[src/rtl/vga_timing_gen.sv]
// Parametrised VGA raster timing generator: HSYNC/VSYNC, active-video qualifier, pixel coordinates
// and line/frame strobes, advanced by a pixel-clock enable, with an optional sync/valid delay line.
module vga_timing_gen #(
    parameter int unsigned H_ACTIVE = 640,
    parameter int unsigned H_FP     = 16,
    parameter int unsigned H_SYNC   = 96,
    parameter int unsigned H_BP     = 48,
    parameter int unsigned V_ACTIVE = 480,
    parameter int unsigned V_FP     = 10,
    parameter int unsigned V_SYNC   = 2,
    parameter int unsigned V_BP     = 33,
    parameter int unsigned HS_POL   = 0,
    parameter int unsigned VS_POL   = 0,
    parameter int unsigned SYNC_DLY = 0,
    parameter int unsigned COL_W    = 10,
    parameter int unsigned ROW_W    = 10
) (
    input  logic             clk,
    input  logic             rst_n,
    input  logic             pix_en,
    output logic             HSYNC,
    output logic             VSYNC,
    output logic             valid,
    output logic [COL_W-1:0] curr_col,
    output logic [ROW_W-1:0] curr_row,
    output logic             frame_start,
    output logic             line_start
);
    localparam int unsigned H_TOTAL  = H_ACTIVE + H_FP + H_SYNC + H_BP;
    localparam int unsigned V_TOTAL  = V_ACTIVE + V_FP + V_SYNC + V_BP;
    localparam int unsigned HS_BEGIN = H_ACTIVE + H_FP;
    localparam int unsigned HS_END   = H_ACTIVE + H_FP + H_SYNC;
    localparam int unsigned VS_BEGIN = V_ACTIVE + V_FP;
    localparam int unsigned VS_END   = V_ACTIVE + V_FP + V_SYNC;
    localparam logic        HS_ACT   = (HS_POL != 0);
    localparam logic        VS_ACT   = (VS_POL != 0);
    localparam int unsigned DW       = 3 * (SYNC_DLY + 1);
    localparam logic [2:0]  IDLE     = {~HS_ACT, ~VS_ACT, 1'b0};

    logic [COL_W-1:0] r_h_cnt;
    logic [ROW_W-1:0] r_v_cnt;
    logic [COL_W-1:0] r_col;
    logic [ROW_W-1:0] r_row;
    logic             r_line_start;
    logic             r_frame_start;
    // Packed {hsync, vsync, valid} per stage; stage 0 in the low bits, output stage at the top.
    logic [DW-1:0]    r_dly;

    logic [31:0]      w_h;
    logic [31:0]      w_v;
    logic             w_active;
    logic             w_hs_on;
    logic             w_vs_on;
    logic             w_h_wrap;
    logic             w_v_wrap;
    logic [2:0]       w_stage0;

    assign w_h      = 32'(r_h_cnt);
    assign w_v      = 32'(r_v_cnt);
    assign w_active = (w_h < H_ACTIVE) && (w_v < V_ACTIVE);
    assign w_hs_on  = (w_h >= HS_BEGIN) && (w_h < HS_END);
    assign w_vs_on  = (w_v >= VS_BEGIN) && (w_v < VS_END);
    assign w_h_wrap = (w_h == H_TOTAL - 1);
    assign w_v_wrap = (w_v == V_TOTAL - 1);
    assign w_stage0 = {(w_hs_on ? HS_ACT : ~HS_ACT), (w_vs_on ? VS_ACT : ~VS_ACT), w_active};

    always_ff @(posedge clk) begin
        if (!rst_n) begin
            r_h_cnt       <= '0;
            r_v_cnt       <= '0;
            r_col         <= '0;
            r_row         <= '0;
            r_line_start  <= 1'b0;
            r_frame_start <= 1'b0;
            r_dly         <= {(SYNC_DLY + 1){IDLE}};
        end else if (pix_en) begin
            r_col         <= r_h_cnt;
            r_row         <= r_v_cnt;
            r_line_start  <= (r_h_cnt == '0);
            r_frame_start <= (r_h_cnt == '0) && (r_v_cnt == '0);
            r_dly         <= DW'({r_dly, w_stage0});
            if (w_h_wrap) begin
                r_h_cnt <= '0;
                r_v_cnt <= w_v_wrap ? '0 : r_v_cnt + ROW_W'(1);
            end else begin
                r_h_cnt <= r_h_cnt + COL_W'(1);
            end
        end
    end

    assign {HSYNC, VSYNC, valid} = r_dly[DW-1 -: 3];
    assign curr_col    = r_col;
    assign curr_row    = r_row;
    assign line_start  = r_line_start;
    assign frame_start = r_frame_start;
endmodule

[config.mk]
export PLATFORM = sky130hd
export DESIGN_NAME = vga_timing_gen
export DESIGN_NICKNAME = d
export VERILOG_FILES = /design/src/rtl/vga_timing_gen.sv
export SDC_FILE = /design/constraint.sdc
export NUM_CORES = 1
export LEC_CHECK = 0
export CAP_MARGIN = 10
export CORE_UTILIZATION = 35
export DETAILED_ROUTE_END_ITERATION = 10
export HOLD_SLACK_MARGIN = 0.12
export PLACE_DENSITY = 0.58
export SYNTH_ARGS = -nofsm -noshare
export SYNTH_HDL_FRONTEND = slang
export SYNTH_SLANG_ARGS = --single-unit
[constraint.sdc]
create_clock -name clk -period 2.6 [get_ports clk]
set_input_delay 0.52 -clock clk [delete_from_list [all_inputs] [get_ports clk]]
set_output_delay 0.52 -clock clk [all_outputs]
set_load 0.02 [all_outputs]
# After elaboration in Yosys (flattened, before gate mapping)
# Index checks and enable logic that the tools add are counted.
[op_classes] add_sub_neg=2 mul=0 n_div=0 order_cmp=6 eq_ne=2 n_shift=0 mux=4 n_bitwise=0 n_reduce_logical=7
[op_table] operator="adder 10 x 1 -> 10 bit (second input constant)" count=2
[op_table] operator="equality test 10 bit (second input constant)" count=2
[op_table] operator="logical NOT 10 bit" count=2
[op_table] operator="< comparator 10 bit (second input constant)" count=2
[op_table] operator="< comparator 10 x 9 -> 1 bit (second input constant)" count=2
[op_table] operator="two-way mux 10 bit" count=2
[op_table] operator=">= comparator 10 bit (second input constant)" count=1
[op_table] operator=">= comparator 10 x 9 -> 1 bit (second input constant)" count=1
[op_table] operator="logical AND 1 bit" count=4
[op_table] operator="two-way mux 1 bit" count=2
[op_table] operator="AND reduction 2 bit" count=1
[word_totals] regBits=45 latchBits=0 ramBits=0 rom_bits=0 input_bits=3 out_inout_bits=25 elab_cells=28 mem_count=0

# Depth between registers and ports, before layout
# Gate-level depths: netlist (run 1).
[depth] ltp_word=3 depth_mapped=6 mapped_depth_nobuf=6

# Least setup slack after synthesis (run 1)
# OpenSTA, ideal clock, no wires.
[synth_path] path_kind="reg2reg" startpoint="register r_h_cnt[1]" endpoint="register r_v_cnt[8]" setup_ps=127 t_arrival_ps=1475 required_time_ps=2473 path_slack_ps=998 stages_incl_launch_ff=7 path_buffers=1 period_less_slack_ps=1602 cell_sequence="dfxtp_1 ha_1 and4b_1 nand4_1 buf_4 o31ai_4 o41ai_2"
[synth_via] elab_chain_len=2
[synth_rtl] element="start: declaration" line_no="40" source="logic [COL_W-1:0] r_h_cnt;"
[synth_rtl] element="start signal: assignment" line_no="86" source="r_h_cnt <= r_h_cnt + COL_W'(1);"
[synth_rtl] element="equality test 10 bit" line_no="63" source="assign w_h_wrap = (w_h == H_TOTAL - 1);"
[synth_rtl] element="AND reduction 2 bit (no source line)"
[synth_rtl] element="end signal: assignment" line_no="84" source="r_v_cnt <= w_v_wrap ? '0 : r_v_cnt + ROW_W'(1);"
[synth_rtl] element="end: declaration" line_no="41" source="logic [ROW_W-1:0] r_v_cnt;"
# No other way between the ends.
# A chain may end at the register's enable or synchronous reset.

# Worst setup path in the final report (run 1)
# Same ends and word-level chain as after synthesis.

==> impl_results.md, run 1 <==
- Number of sinks handled by clock tree synthesis: 45
- Crit path capture type: register
- Row count: 27
- Synthesized area per cell: 9.418 µm²
- Synth top area share: 0.4309
- Hold wc startpoint: line_start$_SDFFE_PN0P_
- Vias in the first global route: around 1500
- Required time of the worst setup path: 2.78 ns
- Core area: approximately 5600 µm²
- RSZ-0062 raised after global routing: false
- Area of combinational cells with multiple inputs: approximately 1100 µm²
- Post-route DRC violation count: 0
- Maximum operating frequency: 545.2 MHz
- Slew at the pin closest to its max-slew limit: approximately 0.41 ns
- Nature of the critical path startpoint: register
- Fraction of synthesis flops using an asynchronous set or reset pin: 0
- DR WL/cell: 14.13 µm
- Cell at the slowest stage of the critical path: sky130_fd_sc_hd__dfxtp_1
- Maximum vdd ir drop: 0.2048 mV
- Run status: finished clean
- Buffers & Inverters on Critical Path: 1
- Number of hold violations in the final report: 0
- DR iter-0 viols: between 80 and 90
- Starting density of the core: 0.3706
- Count of nets left with antenna violations after detail routing: 0
- Via density per instance: 5.097
- Post-route minimum period: 1.834 ns
- Pwr Total: approximately 1.2 mW
- Final weighted congestion of routability-driven global placement: between 0.8 and 0.9
- R2r startpoint: r_h_cnt[1]$_SDFFE_PN0P_
- CTS Hold Buffers Added: 0
- H-tree lvl count: 2
- Fillers: roughly 570
- Top_reg_cell synth: sky130_fd_sc_hd__dfxtp_1
- Worst Setup Slack post-DPL: approximately 0.62 ns
- Classification of the worst-slack hold path: reg2reg
- Pwr/cell area: 488.5 nW/µm²
- Overall track demand over capacity in global routing: 0.1543
- Most area-hungry cell type in the Yosys netlist: sky130_fd_sc_hd__dfxtp_1
- Total gr overflow: 0
- Sequential standard cell area: 900.9 µm²
- Ranking of synthesized cells by area: sky130_fd_sc_hd__dfxtp_1, sky130_fd_sc_hd__mux2i_1, sky130_fd_sc_hd__nor2_1, sky130_fd_sc_hd__nand3_1, sky130_fd_sc_hd__nand4_1
- Input/output buffers: 27
- Synth-to-Final Area Change: 19.81%
- Via count: 1631
- Worst Slack Setup Final: between 0.7 and 0.8 ns
- Antenna diode count: 0
- #FFs+latches synth: 45
- Total of cells resized after clock tree synthesis: 0
- Final nets: 255
- Max-cap violations: 0
- Biggest fanout along the worst timing path: 9
- Fraction of final layout cells sized beyond drive strength 1: 0.1089
- Die Height: 79.29 µm
- Sink of the worst hold path: line_start$_SDFFE_PN0P_
- Depth of the worst hold-timing path: 2
- Clock Pin Slew Worst Setup and Hold Paths: 0.08 ns
- Fraction of the yosys area taken by sequential cells: 0.4309
- Final period utilization: 0.7054
- Reported leakage power: between 0.9 and 1 nW
- Buffers inserted by post-CTS timing repair: 0
- Initial antenna violation count: 0
- Final setup violation count: 0
- Number of warnings printed during yosys synthesis: 0
- Endpoint of the lowest-slack register-to-register path: r_v_cnt[8]$_SDFFE_PN0P_
- Number of nets produced by synthesis: 229
- Slew Limit Fails: 0
- Register-to-Register Path Depth: 6
- Worst slew slack as a fraction of its limit: 0.7290
- Top cell family by delay on the critical path: simple AND/OR/NAND/NOR gates
- Die Area: 6287 µm²
- Maximum count of clock buffers along a single path: 2
- Delay of the slowest critical-path stage: approximately 0.35 ns
- Largest net degree at the start of global routing: 26
- Data arrival time of the critical path: between 2 and 2.5 ns
- Flop-to-flop setup slack: 0.77 ns
- Final Routed Wirelength: 4.522 mm
- Number of ports placed on the die boundary: 28
- Syn Std Cell Area: approximately 2100 µm²
- First-pass GRT wire length: 7.500 mm
- Worst skew pair latency: between 0.2 and 0.3 ns
- Critical Setup Path Class: reg2reg
- Die span in x: 79.29 µm
- Largest clock skew in the final design: 0.003514 ns
- TritonCTS clock tree: done
- CTS buffer count: 5
- Post-synth EDFFs: 0
- Post-Route Setup TNS: 0 ns
- Sum of net half-perimeters after detailed placement: between 3 and 4 mm
- Crit path cell chain: ha_1 > and4b_1 > nand4_1 > buf_4 > o31ai_4 > o41ai_2
- Router iterations before antenna repair: 4
- Cell at the root of the clock tree: sky130_fd_sc_hd__clkbuf_8
- Count of unique library cells instantiated by Yosys: 46
- Gate count of the mapped netlist: 222
==> placed cells by master (no fill, tap or decap), types with 2 or more instances in the layout <==
cell                              synthesis  layout
sky130_fd_sc_hd__xnor2_1                  4       4
sky130_fd_sc_hd__dfxtp_1                 45      45
sky130_fd_sc_hd__ha_1                     4       4
sky130_fd_sc_hd__mux2i_1                 21      21
sky130_fd_sc_hd__and2_1                   2       2
sky130_fd_sc_hd__nand2_1                  8       8
sky130_fd_sc_hd__xor2_1                   6       6
sky130_fd_sc_hd__nor2_1                  34      34
sky130_fd_sc_hd__nand4_1                  9       9
sky130_fd_sc_hd__clkdlybuf4s50_1          0      26
sky130_fd_sc_hd__nand3_1                 13      13
sky130_fd_sc_hd__and3_2                   2       2
sky130_fd_sc_hd__and3_1                   2       2
sky130_fd_sc_hd__nor3_1                   8       8
sky130_fd_sc_hd__o31ai_1                  2       2
sky130_fd_sc_hd__o211ai_1                 2       2
sky130_fd_sc_hd__inv_1                    6       6
sky130_fd_sc_hd__nor4_2                   2       2
sky130_fd_sc_hd__o21ai_0                  4       4
sky130_fd_sc_hd__clkbuf_8                 0       6
sky130_fd_sc_hd__a21oi_1                  4       4
sky130_fd_sc_hd__a22o_1                   2       2
sky130_fd_sc_hd__buf_4                    3       9
sky130_fd_sc_hd__nand2b_1                 5       5
==> metal layers <==
layer  vias up  track usage  part of all wire
met3         6      0.02759             0.028
met1       769       0.2299              0.53
met4         0      0.06000             0.017
met5         -            0                 0
met2        28       0.2164              0.42
li1        828            -                 -
==> per-stage QoR <==
step                instances  utilization  instance area (µm²)  hold WS (ns)
finish                    320       0.4440                 2505        0.4737
CTS                       320       0.4440                 2505        0.4751
global placement          313       0.4287                 2419        0.4578
detailed placement        313       0.4287                 2419        0.4623
floorplan                 222            -                 2091        0.4937
global route              320       0.4440                 2505        0.4898
==> how the worst max path moves through the flow <==
stage	from	endpoint	slack (ns)	cells past startpoint
finish	r_h_cnt[1]$_SDFFE_PN0P_	r_v_cnt[8]$_SDFFE_PN0P_	0.77	6
global route	r_h_cnt[1]$_SDFFE_PN0P_	r_v_cnt[4]$_SDFFE_PN0P_	0.62	6
CTS	r_h_cnt[1]$_SDFFE_PN0P_	r_v_cnt[8]$_SDFFE_PN0P_	0.76	6
detailed placement	pix_en	r_h_cnt[9]$_SDFFE_PN0P_	0.62	6
global placement	pix_en	r_h_cnt[9]$_SDFFE_PN0P_	0.65	6
floorplan	r_h_cnt[1]$_SDFFE_PN0P_	r_v_cnt[8]$_SDFFE_PN0P_	1.0	6
==> final cells by class <==
class | count | area share
Multi-Input combinational cell | 153 | 0.4266
Tap cell | 72 | 0.03596
Inverter | 7 | 0.01049
Sequential cell | 45 | 0.3596
Timing Repair Buffer | 36 | 0.1329
Clock buffer | 7 | 0.03447
==> synth_stat cells, types with 3 or more instances <==
library cell and instances:
sky130_fd_sc_hd__dfxtp_1 45, sky130_fd_sc_hd__a21oi_1 4, sky130_fd_sc_hd__nor2_1 34, sky130_fd_sc_hd__ha_1 4
sky130_fd_sc_hd__nand3_1 13, sky130_fd_sc_hd__mux2i_1 21, sky130_fd_sc_hd__xor2_1 6, sky130_fd_sc_hd__inv_1 6
sky130_fd_sc_hd__nor3_1 8, sky130_fd_sc_hd__clkbuf_1 3, sky130_fd_sc_hd__buf_2 8, sky130_fd_sc_hd__nand2b_1 5
sky130_fd_sc_hd__buf_4 3, sky130_fd_sc_hd__nand4_1 9, sky130_fd_sc_hd__o21ai_0 4, sky130_fd_sc_hd__xnor2_1 4
sky130_fd_sc_hd__nand2_1 8
==> cells by family (layout without fill, tap and decap cells) <==
logic type      after synthesis  in the layout  share of synthesized area
compound gates               21             21                    0.07780
xor+xnor                     10             10                    0.04189
fa+ha+maj                     4              4                    0.02394
buf+inv                      24             50                    0.05805
flops                        45             45                     0.4309
mux                          21             21                     0.1005
simple gates                 97             97                     0.2669
==> state kept, by name (all words and copies together), names as in the netlist <==
register and count:
curr_row 10, frame_start 1, line_start 1, r_v_cnt 10, r_dly 3, r_h_cnt 10, curr_col 10
==> power breakdown <==
part	internal [mW]	leakage, nW	switching [mW]
Clock	0.211	0.0443	0.229
Sequential	0.696	0.364	0.00455
Combinational	0.0351	0.559	0.0478
Total	0.943	0.967	0.281
==> worst reg2reg max path, stage by stage, from the launching register on <==
cell and delay (ns):
sky130_fd_sc_hd__dfxtp_1 0.35, sky130_fd_sc_hd__ha_1 0.26, sky130_fd_sc_hd__and4b_1 0.24, sky130_fd_sc_hd__nand4_1 0.29
sky130_fd_sc_hd__buf_4 0.28, sky130_fd_sc_hd__o31ai_4 0.21, sky130_fd_sc_hd__o41ai_2 0.09
Note: power is estimated with default switching activity, not from simulation.
==> run 2: changes to the inputs <==
PLACE_DENSITY = 0.6   (was 0.58)
clock period = 1.45 ns   (was 2.6 ns; I/O delays follow)
==> run 2 against run 1 <==
The run now ends with setup timing left. Total power increased by 110%. Register-to-register slack got worse by 0.81 ns. Wire length increased by 16%. Sequential share of layout area decreased by 4.2 points. Non-clock buffer count increased by 36. Sequential power increased by 80%. Via count increased by 8.8%. Final cell count increased by 12%. Combinational power increased by 94%. Clock power increased to 2.6 times the previous value. Clock skew increased by 0.0032 ns. Design area increased by 16%. Critical path type unchanged. Largest cell class unchanged.
==> impl_results.md, run 2 (synthesis gave the netlist of run 1 again) <==
- Via density per instance: 4.972
- Maximum count of clock buffers along a single path: 2
- CTS Hold Buffers Added: 0
- Antenna diode count: 0
- Router iterations before antenna repair: 4
- Critical Setup Path Class: reg2reg
- Die Area: around 6300 µm²
- H-tree lvl count: 2
- Overall track demand over capacity in global routing: 0.1864
- Row count: 27
- Core area: 5642 µm²
- Post-route minimum period: 1.491 ns
- Nature of the critical path startpoint: register
- Cell at the root of the clock tree: sky130_fd_sc_hd__clkbuf_8
- Sequential standard cell area: a little over 900 µm²
- Worst skew pair latency: 0.31 ns
- Final period utilization: 1.028
- Vias in the first global route: approximately 1800
- Initial antenna violation count: 0
- First-pass GRT wire length: 9.011 mm
- Final weighted congestion of routability-driven global placement: 0.8088
- CTS buffer count: 5
- Pwr Total: 2.580 mW
- Crit path capture type: register
- Data arrival time of the critical path: approximately 1.7 ns
- Maximum vdd ir drop: 0.5447 mV
- Number of sinks handled by clock tree synthesis: 45
- Fraction of final layout cells sized beyond drive strength 1: 0.2912
- Synth-to-Final Area Change: 38.42%
- Starting density of the core: 0.3706
- Final setup violation count: 5
- Slew Limit Fails: 0
- Clock Pin Slew Worst Setup and Hold Paths: 0.09 ns
- Final nets: 291
- Largest net degree at the start of global routing: 21
- Commonest non-fill, non-tap cell in the layout: sky130_fd_sc_hd__buf_4
- Number of ports placed on the die boundary: 28
- Required time of the worst setup path: 1.65 ns
- RSZ-0062 raised after global routing: true
- Largest clock skew in the final design: 0.006762 ns
- Slew at the pin closest to its max-slew limit: 0.3618 ns
- Worst Slack Setup Final: -0.04113 ns
- Max-cap violations: 0
- Biggest fanout along the worst timing path: 8
- Sum of net half-perimeters after detailed placement: 3.574 mm
- TritonCTS clock tree: done
- Worst hold-check slack: 0.4250 ns
- Die span in x: between 70 and 80 µm
- Run status: finished, violations left
- Worst slew slack as a fraction of its limit: 0.7570
- Die Height: 79.29 µm
- DR WL/cell: 14.69 µm
- Area of combinational cells with multiple inputs: around 1100 µm²
- Classification of the worst-slack hold path: in2reg
- Final design utilization: 0.5130
- Failing checks: setup timing
- DR iter-0 viols: 70
- Pwr/cell area: approximately 890 nW/µm²
- Most frequent cells in the layout: sky130_fd_sc_hd__buf_4, sky130_fd_sc_hd__dfxtp_1, sky130_fd_sc_hd__nor2_1
- Fillers: 532
- Maximum operating frequency: around 670 MHz
- Post-route DRC violation count: 0
- Post-Route Setup TNS: -0.1367 ns
- Count of nets left with antenna violations after detail routing: 0
- Number of hold violations in the final report: 0
- Final Routed Wirelength: ~5.2 mm
- Via count: 1775
- Input/output buffers: 27
- Reported leakage power: 1.314 nW
- Total gr overflow: 0
## run 2: changes by cell type in the layout (fill, tap and decap cells not counted), moves of 2 or more
| cell | delta |
|---|---|
| sky130_fd_sc_hd__buf_4 | +34 |
| sky130_fd_sc_hd__dlygate4sd2_1 | +25 |
| sky130_fd_sc_hd__dfxtp_2 | +5 |
| sky130_fd_sc_hd__buf_6 | +2 |
| sky130_fd_sc_hd__dfxtp_1 | -8 |
| sky130_fd_sc_hd__ha_1 | -2 |
| sky130_fd_sc_hd__clkdlybuf4s50_1 | -25 |
| sky130_fd_sc_hd__bufinv_16 | +2 |
| sky130_fd_sc_hd__dfxtp_4 | +3 |
| sky130_fd_sc_hd__o21ai_1 | +3 |
| sky130_fd_sc_hd__o21ai_0 | -3 |
## run 2: worst paths after layout
check                          startpoint                        to  slack [ns]  cells past startpoint
setup / recovery  r_h_cnt[1]$_SDFFE_PN0P_   r_v_cnt[3]$_SDFFE_PN0P_       -0.04                      6
hold / removal                     pix_en  curr_row[8]$_SDFFE_PN0P_        0.43                      3
setup reg to reg  r_h_cnt[1]$_SDFFE_PN0P_   r_v_cnt[3]$_SDFFE_PN0P_       -0.04                      6
hold reg to reg   line_start$_SDFFE_PN0P_   line_start$_SDFFE_PN0P_        0.47                      2
## run 2: final cells by class
cell class / instances / share of cell area
well taps: 72 / 0.03113
inverters: 7 / 0.009079
clock buffers: 5 / 0.02378
flip-flops and latches: 45 / 0.3173
repair buffers: 72 / 0.2002
multi-input cells: 153 / 0.3947
clock inverters: 3 / 0.02378
## run 2: metal layers
metal / routed length (µm) / GRT usage
met1: 2614 / 0.2588
met2: 2392 / 0.2914
met3: 163 / 0.03333
met4: 74 / 0.05818
met5: 0 / 0
## run 2: per-stage QoR
stage | instance area [µm²] | worst slack, ns | instances
global placement | 2679 | -0.08426 | 345
global route | 2894 | -0.1108 | 357
CTS | 2834 | -0.03707 | 355
finish | 2894 | -0.04113 | 357
floorplan | 2115 | 0.003208 | 222
detailed placement | 2679 | -0.1264 | 345
## run 2: what timing repair did
item	in CTS	in global routing
resized for setup	36	13
pin swaps	9	3
setup endpoints to repair	43	18
buffers inserted	2	2
## run 2: critical path: stages, from the launching register on
cell	delay (ns)
sky130_fd_sc_hd__dfxtp_4	0.37
sky130_fd_sc_hd__ha_4	0.14
sky130_fd_sc_hd__and4b_1	0.21
sky130_fd_sc_hd__nand4_1	0.11
sky130_fd_sc_hd__buf_6	0.17
sky130_fd_sc_hd__a22o_1	0.20
sky130_fd_sc_hd__a22o_1	0.20
## run 2: power by group
group	switching (mW)	internal (mW)	leakage, nW
Clock	0.469	0.694	0.0687
Sequential	0.00903	1.25	0.369
Combinational	0.0939	0.0671	0.877
